File: config.mk
export PLATFORM = sky130hd
export DESIGN_NAME = rate_enable_gen
export DESIGN_NICKNAME = d
export VERILOG_FILES = /design/src/rtl/rate_enable_gen.sv
export SDC_FILE = /design/constraint.sdc
export NUM_CORES = 1
export LEC_CHECK = 0
export ABC_CLOCK_PERIOD_IN_PS = 2300
export CAP_MARGIN = 20
export CORE_ASPECT_RATIO = 0.9
export CORE_MARGIN = 3
export CORE_UTILIZATION = 45
export CTS_CLUSTER_DIAMETER = 150
export DETAILED_ROUTE_END_ITERATION = 12
export GPL_TIMING_DRIVEN = 0
export SETUP_SLACK_MARGIN = 0.02
export SLEW_MARGIN = 20
export SYNTH_ARGS = -nofsm -noshare
export SYNTH_HDL_FRONTEND = slang
export SYNTH_SLANG_ARGS = --single-unit
File: constraint.sdc
create_clock -name Clock -period 2.3 [get_ports Clock]
set_input_delay 0.69 -clock Clock [delete_from_list [all_inputs] [get_ports Clock]]
set_output_delay 0.69 -clock Clock [all_outputs]
set_load 0.05 [all_outputs]
File: src/rtl/rate_enable_gen.sv
// rate_enable_gen: rate-selectable one-cycle enable strobe with run/step control; ports Clock, Resetn (async active-low), Run/Step (async, synchronized), Speed (rate select) -> Pulse (strobe), Running (FSM in RUN), Beat (toggles per Pulse)
module rate_enable_gen #(
  parameter int CLOCK_FREQUENCY = 50000000,
  parameter int CNT_W = 28
) (
  input  logic       Clock,
  input  logic       Resetn,
  input  logic       Run,
  input  logic       Step,
  input  logic [1:0] Speed,
  output logic       Pulse,
  output logic       Running,
  output logic       Beat
);
  typedef enum logic {STOP = 1'b0, RUN = 1'b1} state_t;
  localparam logic [CNT_W-1:0] R1 = CNT_W'(CLOCK_FREQUENCY - 1);
  localparam logic [CNT_W-1:0] R2 = CNT_W'(2 * CLOCK_FREQUENCY - 1);
  localparam logic [CNT_W-1:0] R3 = CNT_W'(4 * CLOCK_FREQUENCY - 1);
  state_t state, state_n;
  logic run_m, run_s, step_m, step_s, step_q;
  logic [1:0] speed_q;
  logic [CNT_W-1:0] cnt, cnt_n, reload;
  logic pulse_n, step_edge, speed_chg;
  assign Running = state == RUN;
  always_comb begin
    step_edge = step_s & ~step_q;
    speed_chg = Speed != speed_q;
    reload = Speed == 2'b00 ? '0 : Speed == 2'b01 ? R1 : Speed == 2'b10 ? R2 : R3;
    state_n = run_s ? RUN : STOP;
    cnt_n = reload;
    pulse_n = 1'b0;
    if (state == STOP) pulse_n = step_edge;
    else if (run_s && !speed_chg) begin
      pulse_n = cnt == '0;
      cnt_n = cnt == '0 ? reload : cnt - 1'b1;
    end
  end
  always_ff @(posedge Clock or negedge Resetn)
    if (!Resetn) begin
      state <= STOP;
      cnt <= R1;
      speed_q <= 2'b01;
      {run_m, run_s, step_m, step_s, step_q} <= '0;
      Pulse <= 1'b0;
      Beat <= 1'b0;
    end else begin
      state <= state_n;
      cnt <= cnt_n;
      speed_q <= Speed;
      {run_m, run_s} <= {Run, run_m};
      {step_m, step_s, step_q} <= {Step, step_m, step_s};
      Pulse <= pulse_n;
      Beat <= Beat ^ pulse_n;
    end
endmodule

# Word-level counts from Yosys, hierarchy flattened
# Index checks and enable logic that the tools add are counted.
# word_totals
wordCells	30
out_inout_bits	3
ff_bits	38
in_bits	6
# op_classes
n_reduce_logical	4
addsub	1
n_mux	9
eq_ne	3
bitwise_logic	3
# op_table
op	n
$mux 28	6
$logic_not 28->1	1
$sub 28x1->28 const B	1
$mux 1	3
$eq 2x1->1 const B	1
$eq 2x2->1 const B	1
$logic_not 2->1	1
$ne 2x2->1	1
$and 1x1->1	1
$logic_and 1x1->1	1
$logic_not 1->1	1
$not 1->1	1
$xor 1x1->1	1

# Longest topological paths before layout
# Gate-level depths: netlist of run 1.
# logic_depth
word_depth	7
mapped_depth	8
mapped_depth_nobuf	6

# Worst setup path before layout of run 1
# OpenSTA, ideal clock, no wires.
# synth_timing
path_type	register -> register
start	register cnt[14]
end	register cnt[12]
arrival_time_ns	1.995
n_path_buf	1
stages_incl_launch_ff	7
setup_time_ns	0.082
path_slack_ns	0.223
synth_period_minus_slack_ns	2.077
required_ns	2.218
cell_sequence	dfstp_2 or4_4 nor4_4 nand4b_2 and2_0 buf_2 mux2_4
# synth_between
elab_chain_cells	4
# synth_rtl
element	line	source
start, declared	22	logic [CNT_W-1:0] cnt, cnt_n, reload;
start signal, assigned	48	cnt <= cnt_n;
$logic_not 28->1	35	cnt_n = cnt == '0 ? reload : cnt - 1'b1;
$mux 28	35	
$mux 28	33	else if (run_s && !speed_chg) begin
$mux 28	32	if (state == STOP) pulse_n = step_edge;
via cnt_n[12]	22	
# The timed path passes the listed nets, and every way through them passes these cells.

# Worst setup path after layout of run 1
# layout_timing
start	register cnt[19]
end	register cnt[18]
# The elaborated chain is that of the path after synthesis.

==> out/metrics.yaml, run 1 <==
final_antenna_net_count: 0
cts.sinks: 38
ys_seq_area_share_pct: 49.9
synthMuxAreaShare_pct: 0.769
synth_top_flop_cell: "dfstp_2"
grt_pass1_wl_mm: 6.62
hold_class: "input port to async pin"
numPortBuffers: 8
synth_xor_area_share_pct: 12.1
synth_top_family_by_area: "simple AND/OR/NAND/NOR gates"
synthAdderAreaFrac_pct: 4.49
synth_nets: 189
dieArea_um2: 5160
clock.fmax_ghz: 0.454
status: "finished clean"
wl_per_cell_um: 15.8
htreeDepth: 2
fin_util_pct: 56.1
cp-end-kind: "flip-flop"
synth_top_area_cell: "dfstp_2"
critPathLaunchType: "flip-flop"
fp.coreArea_um2: 4130
placed_area_um2: 2110
antenna_cells: 0
layout_setup_ws_ps: 97.7
rows: 22
synth.most_common_cell: "a21oi_1"
ctsHoldBuffers: 0
synthDistinctLibCells: 38
cts_tree: "yes"
holdWs_ps: 330
period_minus_slack_ps: 2200
path_class: "flip-flop to flip-flop"
setup_viol: 0
final_max_slew_viol_count: 0
synth_compound_area_share_pct: 8.85
hold_viol_final: 0
finalWeightedCongestion: 0.787
hpwl_mm: 2.86
synth-seq-cells: 38
yosysTopAreaCellShare_pct: 25.6
drc: 0
wirelength_mm: 3.90
layout-drive-gt1-share_pct: 29.1
synth_area_leaders: "dfstp_2 26%, dfrtp_1 24%, xnor2_1 9.0%"
viasPerCell: 5.49
cp_data_arrival_time_ps: 2410
drt_iter0_drc: 60
cp_data_required_time_ps: 2510
vias: 1356
fin_area_um2: 2310
first_pass_iters: 4
rrSetupSlack_ps: 100
area_growth_pct: 18.6
rsz0062_at_grt: "no"
num_io_pins: 9
fin_nets: 211
synth_edf_count: 0
ys.warnings.count: 0
ir_drop_mv: 0.396
yosys.area_share.simple_pct: 21.0
postSynthCellCount: 176
async_flop_share_pct: 100
die_x_um: 75.4
finalCritPeriodShare_pct: 95.8
grt_usage_pct: 17.4
multi_input_area_um2: 960
leakagePower_uw: 0.000913
root_buffer: "clkbuf_8"
fill_cells: 354
maxSlewHeadroom_pct: 66.8
synthTopCellsByCount: "27 x a21oi_1, 20 x xnor2_1, 19 x dfrtp_1, 19 x dfstp_2, 12 x nor3_1"
start_util_pct: 47.3
cp_max_fo: 10
antenna_found_initial: 0
grt_pass1_vias: 1408
clk_latency_ps: 290
place_ws_ps: -584
grt_max_degree: 21
overflow: 0
tightest_slew_ps: 496
seqCellArea_um2: 975
numCtsBuffers: 5
netlist_area_um2: 1950
clock_path_buffers: 2
cap_viol_max_count: 0
avgSynthCellArea_um2: 11.1
dieHeight_um: 68.5
cts.clk_slew.worst_paths_ps: 80
power_density_nw_per_um2: 681
finClkSkew_ps: 2.42
[area by class of cell]
type | count | share of cell area [%]
Tap cell | 48 | 2.59
Sequential cell | 38 | 42.1
Buffer | 5 | 1.73
Inverter | 5 | 0.811
Multi-Input combinational cell | 128 | 41.5
Clock buffer | 5 | 2.97
Timing Repair Buffer | 15 | 6.38
Clock inverter | 3 | 1.95
[power breakdown]
group | switching (µW) | internal [µW]
Clock | 240 | 322
Sequential | 52.6 | 743
Combinational | 128 | 89.9
Total | 421 | 1150
[cell families after synthesis]
group,count (synthesis)
buffers and inverters,10
adders and majority gates,7
AOI/OAI and AO/OA,33
muxes,1
DFF,38
xor gates and xnor gates,27
and+or+nand+nor,60
[state kept, by name, indices dropped and copies added (netlist names)]
| register | cells |
|---|---|
| step_s | 1 |
| cnt | 28 |
| Pulse | 1 |
| speed_q | 2 |
| Beat | 1 |
| run_s | 1 |
| step_q | 1 |
| run_m | 1 |
| step_m | 1 |
| Running | 1 |
[repair_timing]
action,in CTS,in global routing
resized for setup,4,7
setup buffers,0,6
setup endpoints to repair,28,21
pin swaps,0,4
[critical path, stage by stage, from the launching register on]
cell and delay (ps):
dfstp_2 390, or4_4 580, nor4_4 280, nand4b_4 190, and2_1 200, buf_4 170
buf_6 150, a21oi_1 150
[metrics by stage]
| stage | TNS, ps | total power [µW] | std cells |
|---|---|---|---|
| floorplan | 0 | 930 | 176 |
| global placement | -18500 | 1000 | 232 |
| detailed placement | -14790 | 1020 | 233 |
| CTS | 0 | 1590 | 241 |
| global route | 0 | 1660 | 247 |
| finish | 0 | 1580 | 247 |
[layer usage]
layer | routed length [µm] | vias up | GRT usage, %
met2 | 1870 | 24 | 27.5
met5 | 0 | - | 0
met4 | 65 | 0 | 7.64
li1 | - | 668 | -
met3 | 133 | 8 | 4.85
met1 | 1830 | 656 | 22.3
[cells in the final DEF, fill, tap and decap left out, types with 3 or more instances in the layout]
master,count
dfrtp_1,19
clkdlybuf4s50_1,7
buf_2,3
nor3_1,11
ha_1,7
nor2_1,9
a21oi_1,23
nand2_1,4
buf_4,7
and2_1,5
dfstp_2,19
xor2_1,7
or3_1,3
inv_1,5
nor4_1,7
a21oi_2,4
xnor2_1,20
clkbuf_8,5
[worst paths after layout]
check                           startpoint  endpoint  depth (start not counted)
worst min-delay path                Resetn   cnt[10]                          1
max in group asynchronous           Resetn   cnt[25]                          2
worst max-delay path               cnt[19]   cnt[18]                          7
worst max register to register     cnt[19]   cnt[18]                          7
worst min register to register       run_m     run_s                          0
min in group Clock                   run_m     run_s                          0
Power figures use the tool's default switching activity.
==> run 2: changes to the inputs <==
- CORE_ASPECT_RATIO: 0.9 -> default
- RECOVER_POWER: default -> 100
==> run 2 against run 1 <==
Global-route usage is 0.14 points lower. Clock skew increased by 4.7 ps. Register-to-register slack improved by 60 ps. Sequential power hardly changed. Critical path depth fell by 6. Via count increased by 2.4%. Hold slack better by 25 ps. Worst setup slack gained 43 ps. First-iteration DRC count is the same. Clock power decreased by 16%. Power down 6.0%. Non-clock buffer count shrank 1.
==> out/metrics.yaml, run 2 (synthesis gave the netlist of run 1 again) <==
numCtsBuffers: 5  # unchanged
rsz0062_at_grt: "no"
fp.coreArea_um2: 4090  # -1.0%
area_growth_pct: 16.3
r2r-start: "cnt[19]"
min_from: "run_m"
min_path_cells: 0
finalWeightedCongestion: 0.826  # +5.0%
crit_family: "buffers and inverters"
hold_class: "flip-flop to flip-flop"
rows: 23  # +4.5%
root_buffer: "clkbuf_8"
reg_top3: "cnt: 28 flops, speed_q: 2 flops"
cp-end-kind: "output port"
rrSetupSlack_ps: 160  # +60 ps
leakagePower_uw: 0.000906  # -0.72%
grt_usage_pct: 17.3  # -0.14 points
holdWs_ps: 354  # +24.7 ps
largest_reg_flops: 28  # unchanged
reg2reg_depth: 6  # -1
antenna_cells: 0  # unchanged
cp_data_required_time_ps: 1610  # -900 ps
final_cell_mix: "26 x a21oi_1, 20 x xnor2_1, 19 x dfrtp_1, 19 x dfstp_2, 11 x nor3_1"
die_x_um: 71.9  # -4.7%
path_buf_inv: 1  # -1
grt_max_degree: 24  # +14%
layout_setup_ws_ps: 141  # +43.3 ps
holdPathEnd: "run_s"
fill_cells: 367  # +3.7%
setup_tns_ps: 0  # unchanged
path_class: "flip-flop to output port"
cap_viol_max_count: 0  # unchanged
num_io_pins: 9  # unchanged
crit_chain: "dlygate4sd3_1"
htreeDepth: 2  # unchanged
cts.sinks: 38  # unchanged
first_pass_iters: 4  # unchanged
finClkSkew_ps: 7.08  # +4.66 ps
hold_viol_final: 0  # unchanged
max_stage_delay_ps: 870  # +290 ps
viasPerCell: 5.60  # +2.0%
fin_nets: 210  # -0.47%
cts.clk_slew.worst_paths_ps: 70  # about the same
clock.fmax_ghz: 0.463  # +2.0%
seqCellArea_um2: 975  # unchanged
grt_pass1_wl_mm: 6.82  # +3.1%
start_util_pct: 47.8  # +0.49 points
reg2reg_to: "cnt[12]"
hpwl_mm: 2.77  # -3.4%
layout_commonest_cell: "a21oi_1"
vias: 1389  # +2.4%
final_antenna_net_count: 0  # unchanged
placed_area_um2: 2120  # +0.12%
finalCritPeriodShare_pct: 93.9  # -1.9 points
grt_pass1_vias: 1441  # +2.3%
wirelength_mm: 3.94  # +1.0%
final_max_slew_viol_count: 0  # unchanged
antenna_found_initial: 0  # unchanged
finalPower_uw: 1480  # -6.0%
dieHeight_um: 71.9  # +4.9%
dieArea_um2: 5160  # about the same
cts_tree: "yes"
drc: 0  # unchanged
ir_drop_mv: 0.402  # +1.4%
largest-register: "cnt"
clk_latency_ps: 290  # about the same
period_minus_slack_ps: 2160  # -43.3 ps
layout-drive-gt1-share_pct: 25.8  # -3.4 points
drt_iter0_drc: 60  # unchanged
status: "finished clean"
power_density_nw_per_um2: 652  # -4.2%
tightest_slew_ps: 1010  # +519 ps
wl_per_cell_um: 15.9  # +0.59%
cp_max_fo: 1  # -9
clock_path_buffers: 2  # unchanged
cp_data_arrival_time_ps: 1470  # -940 ps
multi_input_area_um2: 960  # unchanged
maxSlewHeadroom_pct: 32.2  # -35 points
critPathLaunchType: "flip-flop"
setup_viol: 0  # unchanged
numPortBuffers: 8  # unchanged
cp_slowest_cell: "dlygate4sd3_1"
place_ws_ps: -586  # -1.61 ps
overflow: 0  # unchanged
fin_area_um2: 2270  # -1.9%
==> run 2: cell types whose count changed in the layout (fill, tap and decap cells not counted), moves of 3 or more <==
cell	delta
a21oi_1	+3
a21oi_2	-3
clkdlybuf4s50_1	-4
dlygate4sd3_1	+4
==> run 2: where the power goes <==
part	total [µW]	switching (µW)	internal [µW]
registers	797	54.6	743
logic	210	125	85.0
clock network	473	231	242
==> run 2: worst max path at each step <==
| stage | end | slack (ps) | from | depth (start not counted) |
|---|---|---|---|---|
| floorplan | cnt[12] | 220 | cnt[14] | 6 |
| global placement | cnt[12] | -560 | Speed[0] | 6 |
| detailed placement | cnt[12] | -590 | Speed[0] | 6 |
| CTS | cnt[12] | 20 | cnt[14] | 6 |
| global route | cnt[21] | 20 | cnt[19] | 6 |
| finish | Pulse | 140 | Pulse | 1 |
==> run 2: timing repair <==
item,in CTS,in global routing
gates resized for setup,2,6
endpoints found under the setup margin,29,28
hold buffers,0,0
setup buffers,0,5
pin swaps,0,3
==> run 2: area by class of cell <==
| type | instances | area share [%] |
|---|---|---|
| clock buffers | 7 | 3.80 |
| plain buffers | 5 | 1.76 |
| inverters | 5 | 0.826 |
| multi-input cells | 128 | 42.3 |
| repair buffers | 14 | 5.45 |
| clock inverters | 1 | 0.220 |
| well taps | 50 | 2.75 |
| flip-flops and latches | 38 | 42.9 |
==> run 2: per-layer routing <==
metal	part of all wire, %	track usage [%]	vias up
li1	-	-	663
met1	46	23.4	685
met2	47	25.8	32
met3	4.1	4.77	9
met4	3.0	7.93	0
met5	0	0	-
==> run 2: through the flow <==
step,std cells,util (%)
3_5_place_dp,235,51.8
6_report,248,55.6
2_1_floorplan,176,-
4_1_cts,243,54.3
3_3_place_gp,234,51.3
5_1_grt,248,55.6
==> run 3: changes to the inputs <==
- ABC_CLOCK_PERIOD_IN_PS: 2300 -> 2400
- SLEW_MARGIN: 20 -> default
- clock period: 2.3 -> 2.4 ns (I/O delays scaled with it)
==> run 3 against run 2 <==
Worst setup slack gained 13 ps. Global-route usage grew 0.16 points. First-iteration DRC count grew 72%. Clock power grew 12%. Wire length shrank 1.1%. Count of clock-buffer cells in the layout is the same. Hold slack lost 3.9 ps. Register-to-register slack gained 50 ps. Critical path depth is the same. Die area is the same. Cell count shrank 1.6%. Sequential share of layout area grew 0.60 points.
==> out/metrics.yaml, run 3 (synthesis gave the netlist of run 1 again) <==
crit_chain: "dlygate4sd3_1"
cap_viol_max_count: 0  # unchanged
p_seq_share_pct: 51.3  # -2.6 points
wl_per_cell_um: 16.0  # +0.48%
fin_nets: 206  # -1.9%
fp.coreArea_um2: 4090  # unchanged
first_pass_iters: 4  # unchanged
clockPowerShare_pct: 35.7  # +3.7 points
layout-drive-gt1-share_pct: 23.7  # -2.0 points
leakagePower_uw: 0.000889  # -1.9%
r2r-start: "cnt[19]"
min_from: "run_m"
final_antenna_net_count: 0  # unchanged
drc: 0  # unchanged
hpwl_mm: 2.67  # -3.4%
power_density_nw_per_um2: 664  # +1.9%
root_buffer: "clkbuf_8"
die_x_um: 71.9  # unchanged
fill_cells: 375  # +2.2%
grt_usage_pct: 17.5  # +0.16 points
drt_iter0_drc: 103  # +72%
cp-end-kind: "output port"
finalCritPeriodShare_pct: 93.6
ctsHoldBuffers: 0  # unchanged
grt_pass1_vias: 1394  # -3.3%
vias: 1352  # -2.7%
cts.sinks: 38  # unchanged
reg_top3: "cnt: 28 flops, speed_q: 2 flops"
hold_class: "flip-flop to flip-flop"
met3_wirelength_um: 131  # -19%
cp_max_fo: 2  # +1
internal_power_uw: 1100  # +2.7%
rows: 23  # unchanged
hold_viol_final: 0  # unchanged
multi_input_area_um2: 950  # -1.0%
cp_data_arrival_time_ps: 1530  # +60 ps
htreeDepth: 2  # unchanged
largest_reg_flops: 28  # unchanged
seqCellArea_um2: 975  # unchanged
start_util_pct: 47.8  # unchanged
max_stage_delay_ps: 870  # about the same
cts.clk_slew.worst_paths_ps: 70  # about the same
grt_max_degree: 39  # +63%
numCtsBuffers: 5  # unchanged
crit_path_start: "Beat"
antenna_found_initial: 0  # unchanged
cp_slowest_cell: "dlygate4sd3_1"
grt_pass1_wl_mm: 6.86  # +0.50%
dr_wl_met2_mm: 1.87  # +1.6%
clk_latency_ps: 290  # about the same
rsz0062_at_grt: "no"
dieHeight_um: 71.9  # unchanged
finalWeightedCongestion: 0.826  # unchanged
wirelength_mm: 3.89  # -1.1%
path_class: "flip-flop to output port"
cts_tree: "yes"
final_cell_mix: "27 x a21oi_1, 20 x xnor2_1, 19 x dfrtp_1, 19 x dfstp_2, 11 x nor3_1"
antenna_cells: 0  # unchanged
clock_path_buffers: 2  # unchanged
placedCellCount: 234  # -0.43%
crit_family: "buffers and inverters"
sw_frac_of_total_pct: 26.1  # -1.6 points
critPathLaunchType: "flip-flop"
dieArea_um2: 5160  # unchanged
path_buf_inv: 1  # unchanged
p_switching_uw: 389  # -5.4%
finalNonFillerCells: 244  # -1.6%
num_io_pins: 9  # unchanged
finClkSkew_ps: 7.21  # +0.127 ps
tightest_slew_ps: 911  # -103 ps
setup_viol: 0  # unchanged
maxSlewHeadroom_pct: 39.2  # +7.0 points
final_max_slew_viol_count: 0  # unchanged
ir_drop_mv: 0.401  # -0.28%
status: "finished clean"
viasPerCell: 5.54  # -1.1%
cp_data_required_time_ps: 1680  # +70 ps
clock.fmax_ghz: 0.445
period_minus_slack_ps: 2250
numPortBuffers: 8  # unchanged
layout_commonest_cell: "a21oi_1"
area_growth_pct: 14.7
highest_layer: "met4"
pwr-share-comb_pct: 13.1  # -1.1 points
wl_met1_mm: 1.81  # -0.27%
holdWs_ps: 351  # -3.93 ps
largest-register: "cnt"
overflow: 0  # unchanged
[run 3: cell types whose count changed in the layout (fill, tap and decap cells not counted), moves of 2 or more]
cell | previous run | this run
buf_4 | 6 | 2
clkbuf_2 | 0 | 2
clkdlybuf4s50_1 | 3 | 1
dlygate4sd3_1 | 4 | 6
[run 3: routing by layer]
| metal | global-route usage, % | vias to the layer above |
|---|---|---|
| met1 | 23.5 | 661 |
| met2 | 26.9 | 25 |
| met5 | 0 | - |
| met3 | 4.21 | 6 |
| li1 | - | 660 |
| met4 | 7.31 | 0 |
[run 3: layout make-up]
cell class | instances | share of cell area, %
Sequential cell | 38 | 43.5
Multi-Input combinational cell | 128 | 42.4
Timing Repair Buffer | 10 | 4.02
Clock buffer | 7 | 3.41
Tap cell | 50 | 2.79
Buffer | 5 | 1.68
Clock inverter | 1 | 1.34
Inverter | 5 | 0.838
[run 3: per-stage QoR]
step | setup TNS, ps | cell area, µm² | power (µW) | setup WS, ps | util, %
2_1_floorplan | 0 | 1950 | 891 | 307 | -
3_3_place_gp | -15320 | 2090 | 961 | -487 | 51.3
3_5_place_dp | -11610 | 2090 | 967 | -486 | 51.1
4_1_cts | 0 | 2200 | 1510 | 33.7 | 53.9
5_1_grt | 0 | 2240 | 1570 | 30.6 | 54.8
6_report | 0 | 2240 | 1490 | 154 | 54.8
[run 3: worst paths after layout]
check	endpoint	slack, ps	depth (start not counted)
setup / recovery	Beat	150	1
hold / removal	run_s	350	0
setup reg to reg	cnt[22]	210	6
hold reg to reg	run_s	350	0
max in group asynchronous	cnt[24]	1280	1
min in group asynchronous	cnt[9]	550	1
[run 3: repair_timing]
action                                  in CTS  in global routing
gates resized for setup                      1                  3
cloned                                       0                  0
endpoints found under the setup margin      27                 23
pin swaps                                    0                  2
buffers inserted                             0                  2
[run 3: power groups by stage]
| stage | clock, µW | sequential [µW] | combinational, µW |
|---|---|---|---|
| after global placement | 0 | 769 | 193 |
| after CTS | 547 | 761 | 197 |
| after floorplan | 0 | 797 | 94.0 |
| final | 530 | 762 | 195 |
| after detailed placement | 0 | 772 | 195 |
| after global routing | 583 | 771 | 214 |
[run 3: worst reg2reg max path, cell delays in order, from the launching register on]
cell and delay, ps:
dfstp_2 380, or4_4 580, nor4_4 290, nand4b_4 190, a21boi_1 300, clkbuf_2 300, a21oi_1 80
